**src/rtl/key_debounce_multi.sv**
```systemverilog
// N-key debouncer: 2-FF sync, per-key stable-count debounce, press/release/long/repeat events.
// Events register on the commit edge, DEBOUNCE_CYCLES+2 edges after a clean raw change.
module key_debounce_multi #(
    parameter int KEY_WIDTH       = 4,
    parameter bit ACTIVE_LOW      = 1'b1,
    parameter int DEBOUNCE_CYCLES = 1_000_000,
    parameter int LONG_CYCLES     = 50_000_000,
    parameter int REPEAT_CYCLES   = 10_000_000,
    parameter bit REPEAT_EN       = 1'b1,
    parameter int CNT_W           = 26
) (
    input  logic                 clk,
    input  logic                 rst_n,
    input  logic [KEY_WIDTH-1:0] key_in,
    output logic [KEY_WIDTH-1:0] key_state,
    output logic [KEY_WIDTH-1:0] press_pulse,
    output logic [KEY_WIDTH-1:0] release_pulse,
    output logic [KEY_WIDTH-1:0] long_pulse,
    output logic [KEY_WIDTH-1:0] repeat_pulse,
    output logic                 key_flag,
    output logic [KEY_WIDTH-1:0] key_value
);

    localparam logic [CNT_W-1:0] DEB_LAST  = CNT_W'(DEBOUNCE_CYCLES - 1);
    localparam logic [CNT_W-1:0] LONG_LAST = CNT_W'(LONG_CYCLES - 1);
    localparam logic [CNT_W-1:0] REP_LAST  = CNT_W'(REPEAT_CYCLES - 1);
    localparam logic [CNT_W-1:0] CNT_ONE   = CNT_W'(1);

    typedef enum logic [1:0] {ST_REL, ST_PRS, ST_LNG} key_st_e;

    logic [KEY_WIDTH-1:0] key_norm;
    logic [KEY_WIDTH-1:0] sync1_q, sync2_q;
    logic [KEY_WIDTH-1:0] press_d;
    logic                 key_flag_q;
    logic [KEY_WIDTH-1:0] key_value_q;

    // Pressed = 1 from here on; sync flops reset to the released level.
    assign key_norm = ACTIVE_LOW ? ~key_in : key_in;

    always_ff @(posedge clk or negedge rst_n) begin
        if (!rst_n) begin
            sync1_q <= '0;
            sync2_q <= '0;
        end else begin
            sync1_q <= key_norm;
            sync2_q <= sync1_q;
        end
    end

    for (genvar k = 0; k < KEY_WIDTH; k++) begin : g_key
        key_st_e          st_q, st_d;
        logic [CNT_W-1:0] dcnt_q, dcnt_d, hcnt_q, hcnt_d;
        logic             kst_q, kst_d, commit;
        logic             prs_q, prs_d, rel_q, rel_d, lng_q, lng_d, rpt_q, rpt_d;

        always_comb begin
            dcnt_d = '0;
            commit = 1'b0;
            kst_d  = kst_q;
            if (sync2_q[k] != kst_q) begin
                if (dcnt_q < DEB_LAST) begin
                    dcnt_d = dcnt_q + CNT_ONE;
                end else begin
                    commit = 1'b1;
                    kst_d  = sync2_q[k];
                end
            end
        end

        // A release commit wins over a long/repeat terminal count in the same cycle.
        always_comb begin
            st_d   = st_q;
            hcnt_d = '0;
            prs_d  = 1'b0;
            rel_d  = 1'b0;
            lng_d  = 1'b0;
            rpt_d  = 1'b0;
            case (st_q)
                ST_REL: begin
                    if (commit && sync2_q[k]) begin
                        st_d  = ST_PRS;
                        prs_d = 1'b1;
                    end
                end
                ST_PRS: begin
                    if (commit && !sync2_q[k]) begin
                        st_d  = ST_REL;
                        rel_d = 1'b1;
                    end else if (hcnt_q == LONG_LAST) begin
                        st_d  = ST_LNG;
                        lng_d = 1'b1;
                    end else begin
                        hcnt_d = hcnt_q + CNT_ONE;
                    end
                end
                ST_LNG: begin
                    if (commit && !sync2_q[k]) begin
                        st_d  = ST_REL;
                        rel_d = 1'b1;
                    end else if (hcnt_q == REP_LAST) begin
                        rpt_d = REPEAT_EN;
                    end else begin
                        hcnt_d = hcnt_q + CNT_ONE;
                    end
                end
                default: st_d = ST_REL;
            endcase
        end

        always_ff @(posedge clk or negedge rst_n) begin
            if (!rst_n) begin
                st_q   <= ST_REL;
                dcnt_q <= '0;
                hcnt_q <= '0;
                kst_q  <= 1'b0;
                prs_q  <= 1'b0;
                rel_q  <= 1'b0;
                lng_q  <= 1'b0;
                rpt_q  <= 1'b0;
            end else begin
                st_q   <= st_d;
                dcnt_q <= dcnt_d;
                hcnt_q <= hcnt_d;
                kst_q  <= kst_d;
                prs_q  <= prs_d;
                rel_q  <= rel_d;
                lng_q  <= lng_d;
                rpt_q  <= rpt_d;
            end
        end

        assign press_d[k]       = prs_d;
        assign key_state[k]     = kst_q;
        assign press_pulse[k]   = prs_q;
        assign release_pulse[k] = rel_q;
        assign long_pulse[k]    = lng_q;
        assign repeat_pulse[k]  = rpt_q;
    end

    always_ff @(posedge clk or negedge rst_n) begin
        if (!rst_n) begin
            key_flag_q  <= 1'b0;
            key_value_q <= '0;
        end else begin
            key_flag_q <= |press_d;
            if (|press_d) begin
                key_value_q <= press_d;
            end
        end
    end

    assign key_flag  = key_flag_q;
    assign key_value = key_value_q;

endmodule

```
**config.mk**
```make
export PLATFORM = sky130hd
export DESIGN_NAME = key_debounce_multi
export DESIGN_NICKNAME = d
export VERILOG_FILES = /design/src/rtl/key_debounce_multi.sv
export SDC_FILE = /design/constraint.sdc
export NUM_CORES = 1
export LEC_CHECK = 0
export BUFFER_PORTS_ARGS = -buffer_cell sky130_fd_sc_hd__buf_4
export CAP_MARGIN = 20
export CORE_UTILIZATION = 56
export CTS_CLUSTER_DIAMETER = 60
export DETAILED_ROUTE_END_ITERATION = 7
export PLACE_DENSITY = 0.76
export SLEW_MARGIN = 40
export SYNTH_ARGS = -nofsm -noshare
export SYNTH_HDL_FRONTEND = slang
export SYNTH_SLANG_ARGS = --single-unit
export TNS_END_PERCENT = 30
```
**constraint.sdc**
```tcl
create_clock -name clk -period 2.22 [get_ports clk]
set_input_delay 0.111 -clock clk [delete_from_list [all_inputs] [get_ports clk]]
set_output_delay 0.111 -clock clk [all_outputs]
set_load 0.02 [all_outputs]
```
### Word-level counts from Yosys, hierarchy flattened

Index checks and enable logic that the tools add are counted.

* register bits after elaboration: 249
* input bits: 6
* output and inout bits: 25
* logic and storage cells: 210

* add/subtract/negate cells: 8
* order comparisons: 4
* eq/ne operators: 32
* multiplexer cells: 96
* bitwise operators: 5
* reduce and logical (&&, ||, !) cells: 29

Operator list (count)
* 2-to-1 mux 26 bit: 24
* adder 26 x 1 -> 26 bit (second input constant): 8
* case mux 26 bit (2 select lines): 4
* == test 26 x 24 -> 1 bit (second input constant): 4
* == test 26 bit (second input constant): 4
* < comparator 26 x 20 -> 1 bit (second input constant): 4
* 2-to-1 mux 1 bit: 48
* 2-to-1 mux 2 bit: 16
* case mux 2 bit (3 select lines): 4
* inequality test 2 bit (second input constant): 8
* inequality test 3 bit (second input constant): 4
* AND reduction 3 bit: 4
* == test 2 x 1 -> 1 bit (second input constant): 4
* == test 2 bit (second input constant): 4
* logical AND 1 bit: 8
* logical NOT 2 bit: 4
* AND reduction 2 bit: 4
* OR reduction 2 bit: 4
* logical NOT 1 bit: 4
* inequality test 1 bit: 4
* NOT 1 bit: 4
* NOT 4 bit: 1
* OR reduction 4 bit: 1

### Longest topological paths before layout

Gate-level depths: netlist of the first run.

* word-level depth: 7
* depth in mapped cells: 9
* mapped depth without buffers: 7

### Worst setup path after synthesis of the first run

No wires, ideal clock.

* kind: reg2reg
* start point: reg g_key[0].dcnt_q[0]
* end point: reg g_key[0].hcnt_q[12]
* setup time: 0.072 ns
* data arrival time: 2.254 ns
* required time: 2.148 ns
* slack: -0.107 ns
* cell stages (with the launch flop): 9
* path buffers: 1
* clock period less this slack: 2.327 ns
* path through: dfrtp_1 -> ha_1 -> and4_1 -> a2111o_1 -> a211oi_4 -> or2_2 -> nand3_2 -> buf_6 -> nor2_1

* cells in the longest elaborated chain, start to end: 6
* elaborated cells on any way between the ends: 7
* classes of those cells: order compare: 1; mux: 5; reduce/logical: 1

Ends and longest elaborated chain
* start, declared: line 52 `logic [CNT_W-1:0] dcnt_q, dcnt_d, hcnt_q, hcnt_d;`
* start signal, assigned: line 122 `dcnt_q <= dcnt_d;`
* < comparator 26 x 20 -> 1 bit (*): line 61 `if (dcnt_q < DEB_LAST) begin`
* 2-to-1 mux 1 bit (*): line 61
* 2-to-1 mux 1 bit (*): line 60 `if (sync2_q[k] != kst_q) begin`
* logical AND 1 bit (*): line 86, 97
* 2-to-1 mux 26 bit, on equally long branches: line 97, 86
* case mux 26 bit (2 select lines) (*): line 78 `case (st_q)`
* net g_key[0].hcnt_d[12]: line 52
* end signal, assigned: line 123 `hcnt_q <= hcnt_d;`
* end, declared: line 52

Mark *: on every way through the listed nets, which the timed path passes. The rest lies on a longest branch.
A chain may end at the register's enable or synchronous reset.

### Worst setup path after layout of the first run

* start point: reg g_key[0].dcnt_q[0]
* end point: reg g_key[0].hcnt_q[25]

The elaborated chain is that of the path after synthesis.

==> impl_metrics.json, run 1 <==
{
  "initial_core_util_pct": 57.6,
  "power.density_mw_per_mm2": 776,
  "r2r_end": "g_key[0].hcnt_q[25]",
  "nNetsFinal": 1283,
  "clk_pin_slew_ps": 60,
  "fmax_ghz": 0.458,
  "grt_max_degree": 75,
  "cts_inserted_buffers": 27,
  "synth_cells": 1145,
  "antenna_found_initial": 0,
  "synth_cell_types": 70,
  "chipHeight_microns": 147,
  "start_kind": "flip-flop",
  "syn-cell-area_sq_mm": 0.0117,
  "numPlacedInstances": 1487,
  "numPortBuffers": 30,
  "cp-end-kind": "flip-flop",
  "seqPwrFrac_pct": 45.4,
  "vias": 8259,
  "cts_buffer_depth": 3,
  "r2r_cells": 7,
  "grt_first_pass_wirelength_microns": 37300,
  "min_period_ps": 2190,
  "clkPwrFrac_pct": 39.5,
  "die_area_sq_mm": 0.0215,
  "cp.arrival_ps": 2640,
  "drc": 0,
  "post-route-period-util_pct": 98.4,
  "worst_pin_slew_ps": 519,
  "finalClockSkew_ps": 18.1,
  "antennaDiodeCount": 0,
  "area_delta_synth_final_pct": 17.6,
  "synth-seq-cells": 249,
  "post-route-util_pct": 67.8,
  "clock_latency_ps": 530,
  "p_switching_mw": 2.85,
  "layout.cells.non_filler": 1545,
  "report.final.setup_viol": 0,
  "crit-reg2reg-launch": "g_key[0].dcnt_q[0]",
  "dpl_cell_area_sq_mm": 0.0127,
  "crit_type": "reg -> reg",
  "coreArea_sq_mm": 0.0204,
  "cts_tree": "built",
  "status": "complete, no violations",
  "intPower_mw": 7.85,
  "switching_share_pct": 26.7,
  "cts.sinks": 249,
  "wl_per_cell_microns": 14.3,
  "h-tree-depth": 1,
  "yosysWarnings": 0,
  "max_slew_margin_pct": 65.4,
  "drtIter0Drc": 378,
  "drv_cap": 0,
  "hold_path.class": "in -> async",
  "rsz0062_at_grt": "yes",
  "die_w_microns": 147,
  "hold_viol_final": 0,
  "cts_root_buffer": "clkbuf_16",
  "first_pass_iters": 5,
  "path_cells": "ha_2 > and4_4 > a2111o_1 > a211oi_4 > or2_4 > nand3_4 > nor2_1",
  "setup-tns-final_ps": 0,
  "syn_avg_cell_area_sq_um": 10.2,
  "synth-edff-count": 0,
  "hold_ws_ps": 133,
  "io_pins": 31,
  "postRouteAntennaNets": 0,
  "first_global_vias": 8108,
  "maxSlewViolCount": 0,
  "place.gp.congestion": 0.825,
  "ys.flop_type": "dfrtp_1",
  "rrSetupSlack_ps": 30,
  "cpPeakStageDelay_ps": 390,
  "cp_slowest_cell": "a2111o_1",
  "synthArstFlopShare_pct": 100,
  "ir_drop_mv": 0.652,
  "ys_seq_area_share_pct": 53.1,
  "totalWireLength_microns": 22100,
  "grt_overflow": 0,
  "drive_above_1_share_pct": 16.5,
  "design_area_sq_mm": 0.0138,
  "dp_hpwl_microns": 14000,
  "grt_usage_pct": 20.7,
  "crit_fanout": 7,
  "via_per_inst": 5.35,
  "fp-row-count": 52,
  "worstPathRequired_ps": 2670,
  "combinationalPowerShare_pct": 15.1,
  "static-leakage-power_nw": 5.82
}
[cells by family (layout without fill, tap and decap cells)]
kind of cell,Yosys count,count (layout),synth area share (%)
simple gates,568,571,24.5
flops,249,249,53.1
xor+xnor,165,165,12.3
buf+inv,81,185,3.62
compound gates,57,57,3.94
fa+ha+maj,20,20,2.13
mux,4,4,0.373
other cells,1,24,0.0320
[critical path: cells and delay by family (launching register included)]
family                     cells  cell delay [ps]
AOI/OAI and AO/OA              2              730
adders and majority gates      1              190
DFF                            1              380
and+or+nand+nor                4              810
[Yosys cell counts (10+ instances only)]
library cell | count | area share, %
ha_1 | 20 | 2.1
nand3_1 | 65 | 2.8
clkbuf_1 | 10 | 0.32
and3_1 | 23 | 1.2
nor2_2 | 18 | 0.96
dfrtp_1 | 249 | 53
and4_1 | 21 | 1.6
nor3_1 | 14 | 0.60
buf_4 | 20 | 1.3
nand2_1 | 83 | 2.7
xnor2_1 | 65 | 4.9
xor2_1 | 100 | 7.5
nor4_1 | 18 | 0.96
nand4_1 | 34 | 1.8
inv_1 | 40 | 1.3
nor2_1 | 223 | 7.1
[power groups by stage]
| stage | Clock (mW) | Sequential [mW] | Combinational (mW) |
|---|---|---|---|
| 4_1_cts | 4.32 | 4.85 | 1.41 |
| 3_5_place_dp | 0 | 4.93 | 1.39 |
| 5_1_grt | 4.50 | 4.88 | 1.78 |
| 6_report | 4.23 | 4.86 | 1.62 |
| 2_1_floorplan | 0 | 4.94 | 0.947 |
| 3_3_place_gp | 0 | 4.93 | 1.37 |
[cell usage in the layout (no fill, tap or decap), drive strengths merged, types with 3 or more instances in the layout]
master | Yosys | layout
nand2b | 6 | 6
a31o | 3 | 3
inv | 40 | 41
o21ai | 8 | 8
or2 | 5 | 5
nand3b | 6 | 6
o2bb2ai | 4 | 4
xnor2 | 65 | 65
or3 | 4 | 4
clkbuf | 10 | 40
a211oi | 3 | 3
a31oi | 4 | 4
o211ai | 3 | 3
conb | 1 | 24
nand4 | 34 | 34
ha | 20 | 20
mux2 | 3 | 3
nor4 | 20 | 20
nand3 | 68 | 71
and3 | 23 | 23
xor2 | 100 | 100
or4 | 7 | 7
dfrtp | 249 | 249
clkinv | 0 | 6
and4 | 22 | 22
nor3 | 14 | 14
buf | 31 | 92
nor2b | 7 | 7
nor4b | 4 | 4
nand4b | 4 | 4
o41ai | 3 | 3
nand2 | 84 | 84
nor2 | 241 | 241
and2 | 6 | 6
nor3b | 6 | 6
dlygate4sd3 | 0 | 5
a21oi | 6 | 6
[flip-flops by register name (all words and copies together) (netlist names)]
name and count:
g_key.lng_q 4, key_value 4, g_key.rel_q 4, g_key.prs_q 4
sync1_q 4, g_key.st_q 8, key_flag 1, sync2_q 4
g_key.hcnt_q 104, g_key.rpt_q 4, g_key.dcnt_q 104, g_key.kst_q 4
[worst max-delay path by stage]
stage | slack (ps) | cells past startpoint | to | start
final | 30 | 7 | g_key[0].hcnt_q[25] | g_key[0].dcnt_q[0]
after global routing | -90 | 8 | g_key[1].st_q[1] | g_key[1].dcnt_q[1]
after CTS | -20 | 7 | g_key[0].hcnt_q[23] | g_key[0].dcnt_q[0]
after detailed placement | -30 | 7 | g_key[0].hcnt_q[23] | g_key[0].dcnt_q[0]
after global placement | 20 | 7 | g_key[0].hcnt_q[10] | g_key[0].dcnt_q[0]
after floorplan | -20 | 9 | g_key[1].hcnt_q[0] | g_key[1].dcnt_q[0]
[per-stage QoR]
step | setup WS (ps) | total power [mW]
after global routing | -90.5 | 11.2
final | 34.8 | 10.7
after global placement | 18.5 | 6.30
after detailed placement | -34.5 | 6.32
after CTS | -19.2 | 10.6
after floorplan | -22.2 | 5.89
[final cells by class]
class,instances,area (sq um)
clock buffer,39,771
sequential,249,6230
tap,270,338
clock inverter,8,68.8
timing repair buffer,98,873
multi-input combinational,841,5370
fill,1518,6570
inverter,40,150
[what timing repair did]
item | in CTS | in global routing
buffers inserted | 0 | 2
gates cloned | 0 | 4
hold buffers | 5 | 0
resized for setup | 3 | 32
setup endpoints to repair | 28 | 173
pin swaps | 5 | 4
endpoints found under the hold margin | 103 | 0
[metal layers]
metal	up-vias	wire [microns]	global-route usage, %
met5	-	0	0
met4	0	352	5.47
met3	32	671	2.61
met2	116	10700	34.2
met1	4065	10300	29.1
li1	4046	-	-
Note: power is estimated with default switching activity, not from simulation.
==> run 2, diff against run 1 <==
--- a/config.mk
+++ b/config.mk
@@ -11,6 +11,7 @@
 export CTS_CLUSTER_DIAMETER = 60
 export DETAILED_ROUTE_END_ITERATION = 7
 export PLACE_DENSITY = 0.76
+export SETUP_SLACK_MARGIN = 0.2
 export SLEW_MARGIN = 40
 export SYNTH_ARGS = -nofsm -noshare
 export SYNTH_HDL_FRONTEND = slang
==> run 2 against run 1 <==
Effect of this change:
- the run now ends with negative setup slack left
- sequential power is essentially flat
- die area unchanged
- worst hold slack worse by 18 ps
- count of clock-buffer cells in the layout shrank 2
- wire length rose by 20%
- final cell count increased by 2.1%
- fmax decreased by 5.3%
- sequential cell count stayed put
- first-iteration DRC count is 5.0% higher
- combinational power increased by 41%
- register-to-register slack lost 120 ps
- design area is 11% higher
==> impl_metrics.json, run 2 (same netlist as run 1, synthesis figures left out) <==
{
  "status": "finished with violations",
  "violations": "negative setup slack",
  "area_delta_synth_final_pct": 30.1,
  "grt_first_pass_wirelength_microns": 40400,
  "hold_path.class": "in -> async",
  "numPortBuffers": 30,
  "cts_inserted_buffers": 26,
  "initial_core_util_pct": 57.6,
  "grt_usage_pct": 22.7,
  "drive_above_1_share_pct": 29.2,
  "fp-row-count": 52,
  "cp-end-kind": "flip-flop",
  "maxSlewViolCount": 0,
  "multiInputGateArea_sq_mm": 0.00639,
  "drv_cap": 0,
  "cp.arrival_ps": 2760,
  "drtIter0Drc": 397,
  "nNetsFinal": 1321,
  "postRouteAntennaNets": 0,
  "drc": 0,
  "die_area_sq_mm": 0.0215,
  "dp_slack_ps": -7.22,
  "report.final.setup_viol": 43,
  "place.gp.congestion": 0.857,
  "crit_fanout": 7,
  "layout_common_cells": "249 x dfrtp_1, 106 x nor2_4, 104 x buf_4, 100 x xor2_1, 99 x nor2_1",
  "power.density_mw_per_mm2": 733,
  "fmax_ghz": 0.433,
  "vias": 8711,
  "rsz0062_at_grt": "yes",
  "coreArea_sq_mm": 0.0204,
  "cts_buffer_depth": 3,
  "dp_hpwl_microns": 14900,
  "final_common_cell": "dfrtp_1",
  "min_period_ps": 2310,
  "post-route-util_pct": 75.0,
  "finalClockSkew_ps": 16.1,
  "grt_max_degree": 63,
  "cp_slowest_cell": "o41ai_1",
  "reg.largest.list": "g_key.dcnt_q x104, g_key.hcnt_q x104, g_key.st_q x8",
  "io_pins": 31,
  "path_cells": "buf_4 > o41ai_1 > a21oi_1 > a211oi_4 > or2_4 > nand3_4 > clkbuf_16 > nor2_2",
  "chipHeight_microns": 147,
  "cpPeakStageDelay_ps": 520,
  "crit_type": "reg -> reg",
  "grt_overflow": 0,
  "cts.sinks": 249,
  "seqCellArea_sq_mm": 0.00623,
  "first_pass_iters": 5,
  "max_slew_margin_pct": 60.2,
  "rrSetupSlack_ps": -90,
  "antenna_found_initial": 0,
  "ir_drop_mv": 0.621,
  "hold_viol_final": 0,
  "worstPathRequired_ps": 2670,
  "totalWireLength_microns": 26400,
  "antennaDiodeCount": 0,
  "hold_ws_ps": 115,
  "start_kind": "flip-flop",
  "via_per_inst": 5.52,
  "post-route-period-util_pct": 104,
  "h-tree-depth": 1,
  "die_w_microns": 147,
  "clock_latency_ps": 530,
  "worst_pin_slew_ps": 595,
  "cts_root_buffer": "clkbuf_16",
  "final.fill_count": 1308,
  "wl_per_cell_microns": 16.7,
  "power.total_mw": 11.2,
  "cts_tree": "built",
  "first_global_vias": 8546,
  "clk_pin_slew_ps": 60,
  "static-leakage-power_nw": 6.08,
  "finalWorstSetupSlack_ps": -86.9
}
run 2: changes by cell type in the layout (fill, tap and decap cells not counted), moves of 4 or more:
cell       change
buf_4         +21
buf_6          +9
clkbuf_16      +4
nand2_1        -6
nand2_2        +5
nand2_8        +4
nor2_1       -114
nor2_2         +8
nor2_4       +106
or4_1          -4
or4_4          +4
run 2: path summary, 6_finish.rpt:
check	start	endpoint	depth (start not counted)
worst max-delay path	g_key[0].dcnt_q[13]	g_key[0].hcnt_q[3]	8
worst min-delay path	rst_n	g_key[2].hcnt_q[6]	2
worst max register to register	g_key[0].dcnt_q[13]	g_key[0].hcnt_q[3]	8
worst min register to register	sync1_q[1]	sync2_q[1]	0
max in group asynchronous	rst_n	g_key[0].hcnt_q[25]	3
min in group clk	key_in[3]	sync1_q[3]	3
run 2: metal layers:
layer | vias to the layer above | share of wire (%) | track usage, %
met1 | 4284 | 41 | 30.4
met4 | 0 | 3.0 | 6.35
met5 | - | 0 | 0
li1 | 4135 | - | -
met2 | 221 | 51 | 38.2
met3 | 71 | 4.4 | 3.82
run 2: worst max-delay path, delay by kind of cell (launching register included):
| kind | cells | cell delay, ps |
|---|---|---|
| AOI/OAI and AO/OA | 3 | 1040 |
| buffers and inverters | 2 | 350 |
| DFF | 1 | 380 |
| and+or+nand+nor | 3 | 440 |
run 2: area by class of cell:
type | count | share of cell area [%]
Multi-Input combinational cell | 840 | 41.9
Sequential cell | 249 | 40.8
Timing Repair Buffer | 138 | 8.97
Clock buffer | 37 | 5.00
Tap cell | 270 | 2.21
Inverter | 40 | 0.984
Clock inverter | 4 | 0.131
run 2: power breakdown:
group	switching (mW)	internal (mW)
registers	0.154	4.73
logic	1.34	0.938
clock network	1.68	2.36
run 2: repair_timing:
item / 4_1_cts / 5_1_grt
endpoints found under the setup margin: 196 / 207
buffers inserted: 11 / 15
gates resized for setup: 56 / 259
hold buffers: 5 / 0
pin swaps: 19 / 131
cloned: 4 / 8
hold endpoints to repair: 228 / 0
run 2: metrics by stage:
stage	area [sq um]	cells	setup TNS, ps
floorplan	11900	1168	-280
global placement	12700	1494	0
detailed placement	12700	1494	-7.22
CTS	14000	1555	0
global route	15300	1578	-4620
finish	15300	1578	-2030
==> run 3, diff against run 2 <==
--- a/config.mk
+++ b/config.mk
@@ -5,12 +5,14 @@
 export SDC_FILE = /design/constraint.sdc
 export NUM_CORES = 1
 export LEC_CHECK = 0
-export BUFFER_PORTS_ARGS = -buffer_cell sky130_fd_sc_hd__buf_4
 export CAP_MARGIN = 20
-export CORE_UTILIZATION = 56
+export CELL_PAD_IN_SITES_DETAIL_PLACEMENT = 0
+export CELL_PAD_IN_SITES_GLOBAL_PLACEMENT = 1
+export CORE_UTILIZATION = 46
 export CTS_CLUSTER_DIAMETER = 60
 export DETAILED_ROUTE_END_ITERATION = 7
-export PLACE_DENSITY = 0.76
+export DONT_BUFFER_PORTS = 1
+export PLACE_DENSITY_LB_ADDON = 0.1
 export SETUP_SLACK_MARGIN = 0.2
 export SLEW_MARGIN = 40
 export SYNTH_ARGS = -nofsm -noshare
==> run 3 against run 2 <==
Effect of this change:
- the run ends with negative hold slack left
- sequential cell count stayed put
- sequential share of layout area grew 0.99 points
- design area is 2.3% lower
- core utilization is 16 points lower
- via count down 5.2%
- fmax is 6.2% higher
- die area rose by 21%
- clock skew decreased by 7.1 ps
- largest power group is now the clock network
==> impl_metrics.json, run 3 (same netlist as run 1, synthesis figures left out) <==
{
  "crit_type": "reg -> reg",
  "antennaDiodeCount": 0,
  "postRouteAntennaNets": 0,
  "drv_cap": 0,
  "cp.arrival_ps": 2600,
  "crit_fanout": 5,
  "finalClockSkew_ps": 9.03,
  "via_per_inst": 5.08,
  "grt_first_pass_wirelength_microns": 39500,
  "dp_hpwl_microns": 14100,
  "dp_slack_ps": -63.7,
  "drc": 0,
  "cts_hold_buf": 4,
  "numPortBuffers": 0,
  "antenna_found_initial": 1,
  "place.gp.congestion": 0.760,
  "drive_above_1_share_pct": 23.5,
  "report.final.setup_viol": 0,
  "rsz0062_at_grt": "yes",
  "power.total_mw": 11.8,
  "fmax_ghz": 0.460,
  "numPlacedInstances": 1539,
  "cts_buffer_depth": 3,
  "first_pass_iters": 4,
  "maxSlewViolCount": 0,
  "layout.cells.non_filler": 1626,
  "post-route-util_pct": 59.4,
  "io_pins": 31,
  "clock_latency_ps": 540,
  "chipHeight_microns": 162,
  "grt_max_degree": 250,
  "nNetsFinal": 1300,
  "fp-row-count": 58,
  "min_period_ps": 2170,
  "finalWorstSetupSlack_ps": 48.4,
  "status": "finished with violations",
  "cp-end-kind": "flip-flop",
  "hold_viol_final": 249,
  "post-route-period-util_pct": 97.8,
  "h-tree-depth": 1,
  "layout_common_cells": "247 x dfrtp_1, 174 x nor2_1, 98 x xor2_1, 86 x buf_4, 77 x nand2_1",
  "power.density_mw_per_mm2": 793,
  "static-leakage-power_nw": 6.11,
  "start_kind": "flip-flop",
  "die_area_sq_mm": 0.0261,
  "drtIter0Drc": 432,
  "cts_root_buffer": "clkbuf_16",
  "r2r_cells": 9,
  "reg.largest.list": "g_key.dcnt_q x104, g_key.hcnt_q x104, g_key.st_q x8",
  "hold_path.class": "in -> async",
  "initial_core_util_pct": 46.7,
  "die_w_microns": 162,
  "grt_usage_pct": 18.1,
  "final_common_cell": "dfrtp_1",
  "area_delta_synth_final_pct": 27.1,
  "clk_pin_slew_ps": 60,
  "worstPathRequired_ps": 2640,
  "cts_inserted_buffers": 30,
  "setup-tns-final_ps": 0,
  "cts.sinks": 249,
  "violations": "negative hold slack",
  "cts_tree": "built",
  "grt_overflow": 0,
  "hold_ws_ps": -738,
  "wl_per_cell_microns": 14.3,
  "first_global_vias": 8224,
  "totalWireLength_microns": 23200,
  "vias": 8254,
  "ir_drop_mv": 0.528,
  "coreArea_sq_mm": 0.0251
}
==> run 3: what timing repair did <==
item	CTS	global route
gates cloned	4	4
resized for setup	48	130
buffers inserted	17	4
endpoints found under the hold margin	253	249
setup endpoints to repair	202	205
pin swaps	33	61
==> run 3: power by group <==
part           switching [mW]  internal [mW]  leakage [nW]
logic                   0.948          0.838          2.22
registers               0.225           4.73          3.37
clock network            1.86           3.23         0.523
==> run 3: metal layers <==
layer	vias up	track usage [%]	part of all wire [%]	wire [microns]
li1	4097	-	-	-
met1	4033	25.3	48	11100
met2	98	29.3	47	11000
met3	26	2.91	3.2	737
met4	0	4.89	1.6	367
met5	-	0	0	0
==> run 3: cell type report <==
type	instances	area [sq um]
fill	2189	10200
tap	330	413
sequential	249	6230
clock buffer	43	891
inverter	40	150
timing repair buffer	115	1160
clock inverter	11	159
multi-input combinational	838	5900
==> run 3: worst max-delay path: stages (launching register included) <==
cell and delay, ps:
dfrtp_1 380, ha_2 190, and4_4 150, a2111o_1 390, a211oi_4 260, buf_6 160
buf_6 120, o22ai_4 80, buf_6 130, a22o_1 210
==> run 3: per-stage QoR <==
step | hold slack [ps] | instance area [sq um]
3_3_place_gp | -178 | 12700
3_5_place_dp | -177 | 12700
6_report | -738 | 14900
2_1_floorplan | -185 | 11900
4_1_cts | -757 | 14200
5_1_grt | -768 | 14900
==> run 3: path summary, 6_finish.rpt <==
path | start | endpoint | slack (ps)
max | g_key[0].dcnt_q[1] | g_key[0].st_q[0] | 50
min | rst_n | g_key[2].hcnt_q[19] | -740
max reg2reg | g_key[0].dcnt_q[1] | g_key[0].st_q[0] | 50
min reg2reg | sync1_q[0] | sync2_q[0] | 350
max in group asynchronous | rst_n | g_key[0].st_q[1] | 2570
min in group clk | key_in[3] | sync1_q[3] | 160
